$ cat config.mk
export PLATFORM = sky130hd
export DESIGN_NAME = ula_result_router_flat
export DESIGN_NICKNAME = d
export VERILOG_FILES = /design/src/rtl/ula_result_router_if.sv /design/src/rtl/ula_result_router.sv /design/src/flat_wrapper.sv
export SDC_FILE = /design/constraint.sdc
export NUM_CORES = 1
export LEC_CHECK = 0
export ABC_AREA = 1
export CAP_MARGIN = 20
export CORE_ASPECT_RATIO = 0.75
export CORE_MARGIN = 1.5
export CORE_UTILIZATION = 35
export CTS_CLUSTER_SIZE = 40
export DETAILED_ROUTE_END_ITERATION = 8
export PLACE_DENSITY = 0.71
export SKIP_LAST_GASP = 1
export SLEW_MARGIN = 20
export SYNTH_ARGS = -nofsm -noshare
export SYNTH_HDL_FRONTEND = slang
export SYNTH_SLANG_ARGS = --single-unit
$ cat constraint.sdc
create_clock -name clk -period 6.4 [get_ports clk]
set_clock_uncertainty 0.2 [all_clocks]
set_input_delay 1.6 -clock clk [delete_from_list [all_inputs] [get_ports clk]]
set_output_delay 1.6 -clock clk [all_outputs]
set_load 0.01 [all_outputs]
$ cat src/rtl/ula_result_router_if.sv
// ula_result_router_if: result-in / PC, RF and memory-out bundle of the ALUOut router.
interface ula_result_router_if;
    logic        in_valid;
    logic        in_ready;
    logic [31:0] ula_result;
    logic [1:0]  dest;
    logic [4:0]  rd_addr;
    logic        pc_wr;
    logic [31:0] pc_data;
    logic        rf_wr;
    logic [4:0]  rf_waddr;
    logic [31:0] rf_wdata;
    logic        mem_req;
    logic [31:0] mem_addr;
    logic        mem_ack;
    logic        busy;
    modport master (
        output in_valid, ula_result, dest, rd_addr, mem_ack,
        input  in_ready, pc_wr, pc_data, rf_wr, rf_waddr, rf_wdata, mem_req, mem_addr, busy
    );
    modport slave (
        input  in_valid, ula_result, dest, rd_addr, mem_ack,
        output in_ready, pc_wr, pc_data, rf_wr, rf_waddr, rf_wdata, mem_req, mem_addr, busy
    );
endinterface

$ cat src/rtl/ula_result_router.sv
// ula_result_router: 2-entry ALUOut queue delivering each result to PC, RF or memory in order.
// Optional ULA_RESULT_ROUTER_R0_GUARD_EN turns RF writes to r0 into discards.
module ula_result_router (
    input logic clk,
    input logic reset,
    ula_result_router_if.slave bus
);
    localparam int DEPTH = 2;
    localparam logic [1:0] ISSUE_PC = 2'd0, ISSUE_RF = 2'd1, MEM_WAIT = 2'd2, DISCARD = 2'd3;
    logic [31:0] q_data [DEPTH];
    logic [1:0]  q_dest [DEPTH];
    logic [4:0]  q_rd   [DEPTH];
    logic        wr_ptr, rd_ptr;
    logic [1:0]  count;
    logic [1:0]  state;
    logic        has_head, push, pop;
    logic [31:0] head_data;
    assign has_head  = count != 2'd0;
    assign head_data = q_data[rd_ptr];
`ifdef ULA_RESULT_ROUTER_R0_GUARD_EN
    assign state = (q_dest[rd_ptr] == ISSUE_RF && q_rd[rd_ptr] == 5'd0) ? DISCARD : q_dest[rd_ptr];
`else
    assign state = q_dest[rd_ptr];
`endif
    assign bus.in_ready = count < 2'd2;
    assign bus.busy     = has_head;
    assign push = bus.in_valid && bus.in_ready;
    // a memory head only leaves when the memory side takes the address
    assign pop  = has_head && (state != MEM_WAIT || bus.mem_ack);
    always_comb begin
        bus.pc_wr    = has_head && state == ISSUE_PC;
        bus.rf_wr    = has_head && state == ISSUE_RF;
        bus.mem_req  = has_head && state == MEM_WAIT;
        bus.pc_data  = bus.pc_wr ? head_data : 32'd0;
        bus.rf_wdata = bus.rf_wr ? head_data : 32'd0;
        bus.rf_waddr = bus.rf_wr ? q_rd[rd_ptr] : 5'd0;
        bus.mem_addr = bus.mem_req ? head_data : 32'd0;
    end
    always_ff @(posedge clk) begin
        if (reset) begin
            wr_ptr <= 1'b0;
            rd_ptr <= 1'b0;
            count  <= 2'd0;
            for (int i = 0; i < DEPTH; i++) begin
                q_data[i] <= 32'd0;
                q_dest[i] <= 2'd0;
                q_rd[i]   <= 5'd0;
            end
        end else begin
            if (push) begin
                q_data[wr_ptr] <= bus.ula_result;
                q_dest[wr_ptr] <= bus.dest;
                q_rd[wr_ptr]   <= bus.rd_addr;
                wr_ptr         <= ~wr_ptr;
            end
            if (pop) rd_ptr <= ~rd_ptr;
            count <= count + 2'(push) - 2'(pop);
        end
    end
endmodule

$ cat src/flat_wrapper.sv
// flat-port wrapper written by rule: the top's interface ports become plain ports
module ula_result_router_flat 
  (clk, reset, bus_in_valid, bus_ula_result, bus_dest, bus_rd_addr, bus_mem_ack, bus_in_ready, bus_pc_wr, bus_pc_data, bus_rf_wr, bus_rf_waddr, bus_rf_wdata, bus_mem_req, bus_mem_addr, bus_busy);
  ula_result_router_if bus_i ();
  input logic clk;
  input logic reset;
  input wire logic [$bits(bus_i.in_valid)-1:0] bus_in_valid;
  input wire logic [$bits(bus_i.ula_result)-1:0] bus_ula_result;
  input wire logic [$bits(bus_i.dest)-1:0] bus_dest;
  input wire logic [$bits(bus_i.rd_addr)-1:0] bus_rd_addr;
  input wire logic [$bits(bus_i.mem_ack)-1:0] bus_mem_ack;
  output wire logic [$bits(bus_i.in_ready)-1:0] bus_in_ready;
  output wire logic [$bits(bus_i.pc_wr)-1:0] bus_pc_wr;
  output wire logic [$bits(bus_i.pc_data)-1:0] bus_pc_data;
  output wire logic [$bits(bus_i.rf_wr)-1:0] bus_rf_wr;
  output wire logic [$bits(bus_i.rf_waddr)-1:0] bus_rf_waddr;
  output wire logic [$bits(bus_i.rf_wdata)-1:0] bus_rf_wdata;
  output wire logic [$bits(bus_i.mem_req)-1:0] bus_mem_req;
  output wire logic [$bits(bus_i.mem_addr)-1:0] bus_mem_addr;
  output wire logic [$bits(bus_i.busy)-1:0] bus_busy;
  assign bus_i.in_valid = bus_in_valid;
  assign bus_i.ula_result = bus_ula_result;
  assign bus_i.dest = bus_dest;
  assign bus_i.rd_addr = bus_rd_addr;
  assign bus_i.mem_ack = bus_mem_ack;
  assign bus_in_ready = bus_i.in_ready;
  assign bus_pc_wr = bus_i.pc_wr;
  assign bus_pc_data = bus_i.pc_data;
  assign bus_rf_wr = bus_i.rf_wr;
  assign bus_rf_waddr = bus_i.rf_waddr;
  assign bus_rf_wdata = bus_i.rf_wdata;
  assign bus_mem_req = bus_i.mem_req;
  assign bus_mem_addr = bus_i.mem_addr;
  assign bus_busy = bus_i.busy;
  ula_result_router u_core (.clk(clk), .reset(reset), .bus(bus_i));
endmodule
==> summary.md <==
| Metric | Value |
|---|---|
| Crit path largest cell delay | 0.70 ns |
| H-tree levels | 3 |
| Initial antenna violation count | 0 |
| Worst slew pin tran | 1.039 ns |
| Clock Pin Slew Worst Setup and Hold Paths | 0.06 ns |
| Setup TNS | 0 ns |
| Total of max-cap violations | 0 |
| Maximum vdd drop | 0.0002630 V |
| Post-synthesis register bit count | 83 |
| Syn. warnings | 0 |
| Clock Sinks | 83 |
| Cell Chain, Critical Path | buf_4 -> nand2_1 -> nand2_1 -> inv_2 -> nand3_2 -> a21oi_1 -> clkdlybuf4s50_1 |
| CTS Hold Bufs | 0 |
| Clock buffer depth | 2 |
| Core box area | 0.01102 mm2 |
| Post-DR wirelength/cell | 13.81 um |
| Vias in the first global route | 3125 |
| # diodes | 0 |
| Syn Area/Cell | 9.698 um2 |
| Post-cts repair resize count | 0 |
| Max Clk Rate | 0.2084 GHz |
| HPWL reported at the end of detailed placement | 6.341 mm |
| Post-Place Cells | 681 |
| Worst slew margin | 30.52% |
| Req. time, crit path | 4.60 ns |
| GRT Total Usage | 16.20% |
| Critical path peak fanout | 39 |
| Fin nets | 597 |
| Power Total | 1.886 mW |
| Chip Height | 95.64 um |
| RSZ-0062 raised after global routing | no |
| # DRC | 0 |
| Share of layout cells above drive strength 1 | 6.655% |
| DIE WIDTH | 126.5 um |
| First-pass GRT wire length | 15.23 mm |
| Hold Crit Class | flip-flop to flip-flop |
| Grt ovf | 0 |
| Startpoint types | flip-flop |
| Leak pwr | 2.341 nW |
| Power per cell area | 324.3 mW/mm2 |
| Ports | 149 |
| Commonest non-fill, non-tap cells in the layout | nor2_1, clkdlybuf4s50_1, edfxtp_1 |
| Clock latency on the worst-skew pair | 0.32 ns |
| PortBufs | 148 |
| DR iter-0 viols | 97 |
| Vias post-DR | 3142 |
| Syn-to-layout area delta | 45.24% |
| Initial Util | 36.33% |
| Final Critical Period | 4.798 ns |
| Multi-input gate area | 0.001236 mm2 |
| Slowest CP cell | nand3_2 |
| CP arrival | 3.00 ns |
| Design area | 0.005817 mm2 |
| Syn nets | 458 |
| Setup repair bufs after CTS | 0 |
| Endpoints failing hold | 0 |
| DIE AREA | 0.01210 mm2 |
| Area of the mapped netlist | 0.004005 mm2 |
| Post-DR vias/cell | 4.514 |
| Largest net degree at the start of global routing | 41 |
| Fin cells | 696 |
| RD Place Congestion | 0.7494 |
| Critical Path Sink Type | output port |
| Reg area | 0.002444 mm2 |
| Kind of critical path | flip-flop to output port |
| Most common cell after layout, fill and taps aside | nor2_1 |
| FILL cells | 989 |
| CTS tree | built |
| Netlist cell types | 19 |
| Root buffer cell | clkbuf_16 |
| Outcome | completed |
| Crit-path most repeated cell | nand2_1 |
| Final hold slack | 0.3224 ns |
| DP Area | 0.005558 mm2 |
| Final setup viols | 0 |
| CTS Buf Count | 9 |
| Antenna Nets Post-Route | 0 |
| Period Utilization, post-route | 74.97% |
| FP Rows | 33 |
| Post-synthesis cell count | 413 |
| Fin. max-slew vios | 0 |
| Register area share after synthesis | 60.98% |
| Routed WL | 9.610 mm |
| Drt pass-1 iters | 4 |
-- critical path: cells and delay by family, from the launching register on --
family	cells	cell delay, ns
flops	1	0.32
buf+inv	3	1.02
compound gates	1	0.37
simple gates	3	0.96
-- power by group --
group	switching [mW]	internal, mW	total [mW]
clock network	0.190	0.257	0.447
registers	0.0205	0.671	0.692
logic	0.423	0.324	0.747
total	0.634	1.25	1.89
-- layer usage --
metal,GRT usage [%],share of wire [%],vias to the layer above
met1,20.82,46,1443
met2,28.73,49,118
li1,-,-,1575
met3,3.535,5.0,6
met5,0,0,-
met4,2.778,0.39,0
-- state kept, by name, summed over array words and instances (netlist names), named ones only --
| name | cells |
|---|---|
| u_core.count | 2 |
| u_core.q_data | 64 |
| u_core.wr_ptr | 1 |
| u_core.q_rd | 10 |
| u_core.q_dest | 4 |
| u_core.rd_ptr | 1 |
-- layout make-up --
| cell class | count | share of cell area [%] |
|---|---|---|
| clock buffers | 9 | 3.872 |
| repair buffers | 150 | 25.73 |
| clock inverters | 6 | 0.5808 |
| multi-input cells | 253 | 21.25 |
| flip-flops and latches | 83 | 42.01 |
| well taps | 140 | 3.011 |
| inverters | 55 | 3.549 |
-- synth_stat cells --
library cell | count | area share (%)
edfxtp_1 | 78 | 58
buf_4 | 4 | 0.75
nand3_1 | 4 | 0.50
clkbuf_1 | 7 | 0.66
o21ai_0 | 1 | 0.12
buf_2 | 8 | 1.0
nor2_2 | 9 | 1.4
buf_6 | 3 | 0.84
mux2i_1 | 32 | 8.0
dfxtp_1 | 5 | 2.5
inv_1 | 50 | 4.7
a21oi_1 | 8 | 1.0
ha_1 | 2 | 0.62
nand3_2 | 2 | 0.50
xnor2_1 | 1 | 0.22
nor2_1 | 171 | 16
nand2_1 | 22 | 2.1
inv_2 | 5 | 0.47
nand2_2 | 1 | 0.16
-- metrics by stage --
| step | setup slack [ns] | utilization [%] |
|---|---|---|
| after floorplan | 2.841 | - |
| after global placement | 1.838 | 50.41 |
| after detailed placement | 1.758 | 50.41 |
| after CTS | 1.542 | 52.76 |
| after global routing | 1.357 | 52.76 |
| final | 1.602 | 52.76 |
-- final timing paths --
| path | from | end | slack (ns) | cells after the start |
|---|---|---|---|---|
| hold reg to reg | u_core.wr_ptr$_SDFFE_PP0P_ | u_core.wr_ptr$_SDFFE_PP0P_ | 0.32 | 2 |
| hold / removal | u_core.wr_ptr$_SDFFE_PP0P_ | u_core.wr_ptr$_SDFFE_PP0P_ | 0.32 | 2 |
| setup / recovery | flip-flop | bus_rf_waddr[3] | 1.60 | 7 |
| setup reg to reg | u_core.count[1]$_SDFF_PP0_ | u_core.q_data[1][19]$_SDFFCE_PN0P_ | 3.47 | 5 |
-- logic make-up after synthesis --
group                      synth area share (%)
DFF                                       60.98
muxes                                     7.998
and+or+nand+nor                           20.65
buffers and inverters                     8.404
adders and majority gates                0.6247
xor gates and xnor gates                 0.2187
AOI/OAI and AO/OA                         1.125
Note: power is estimated with default switching activity, not from simulation.
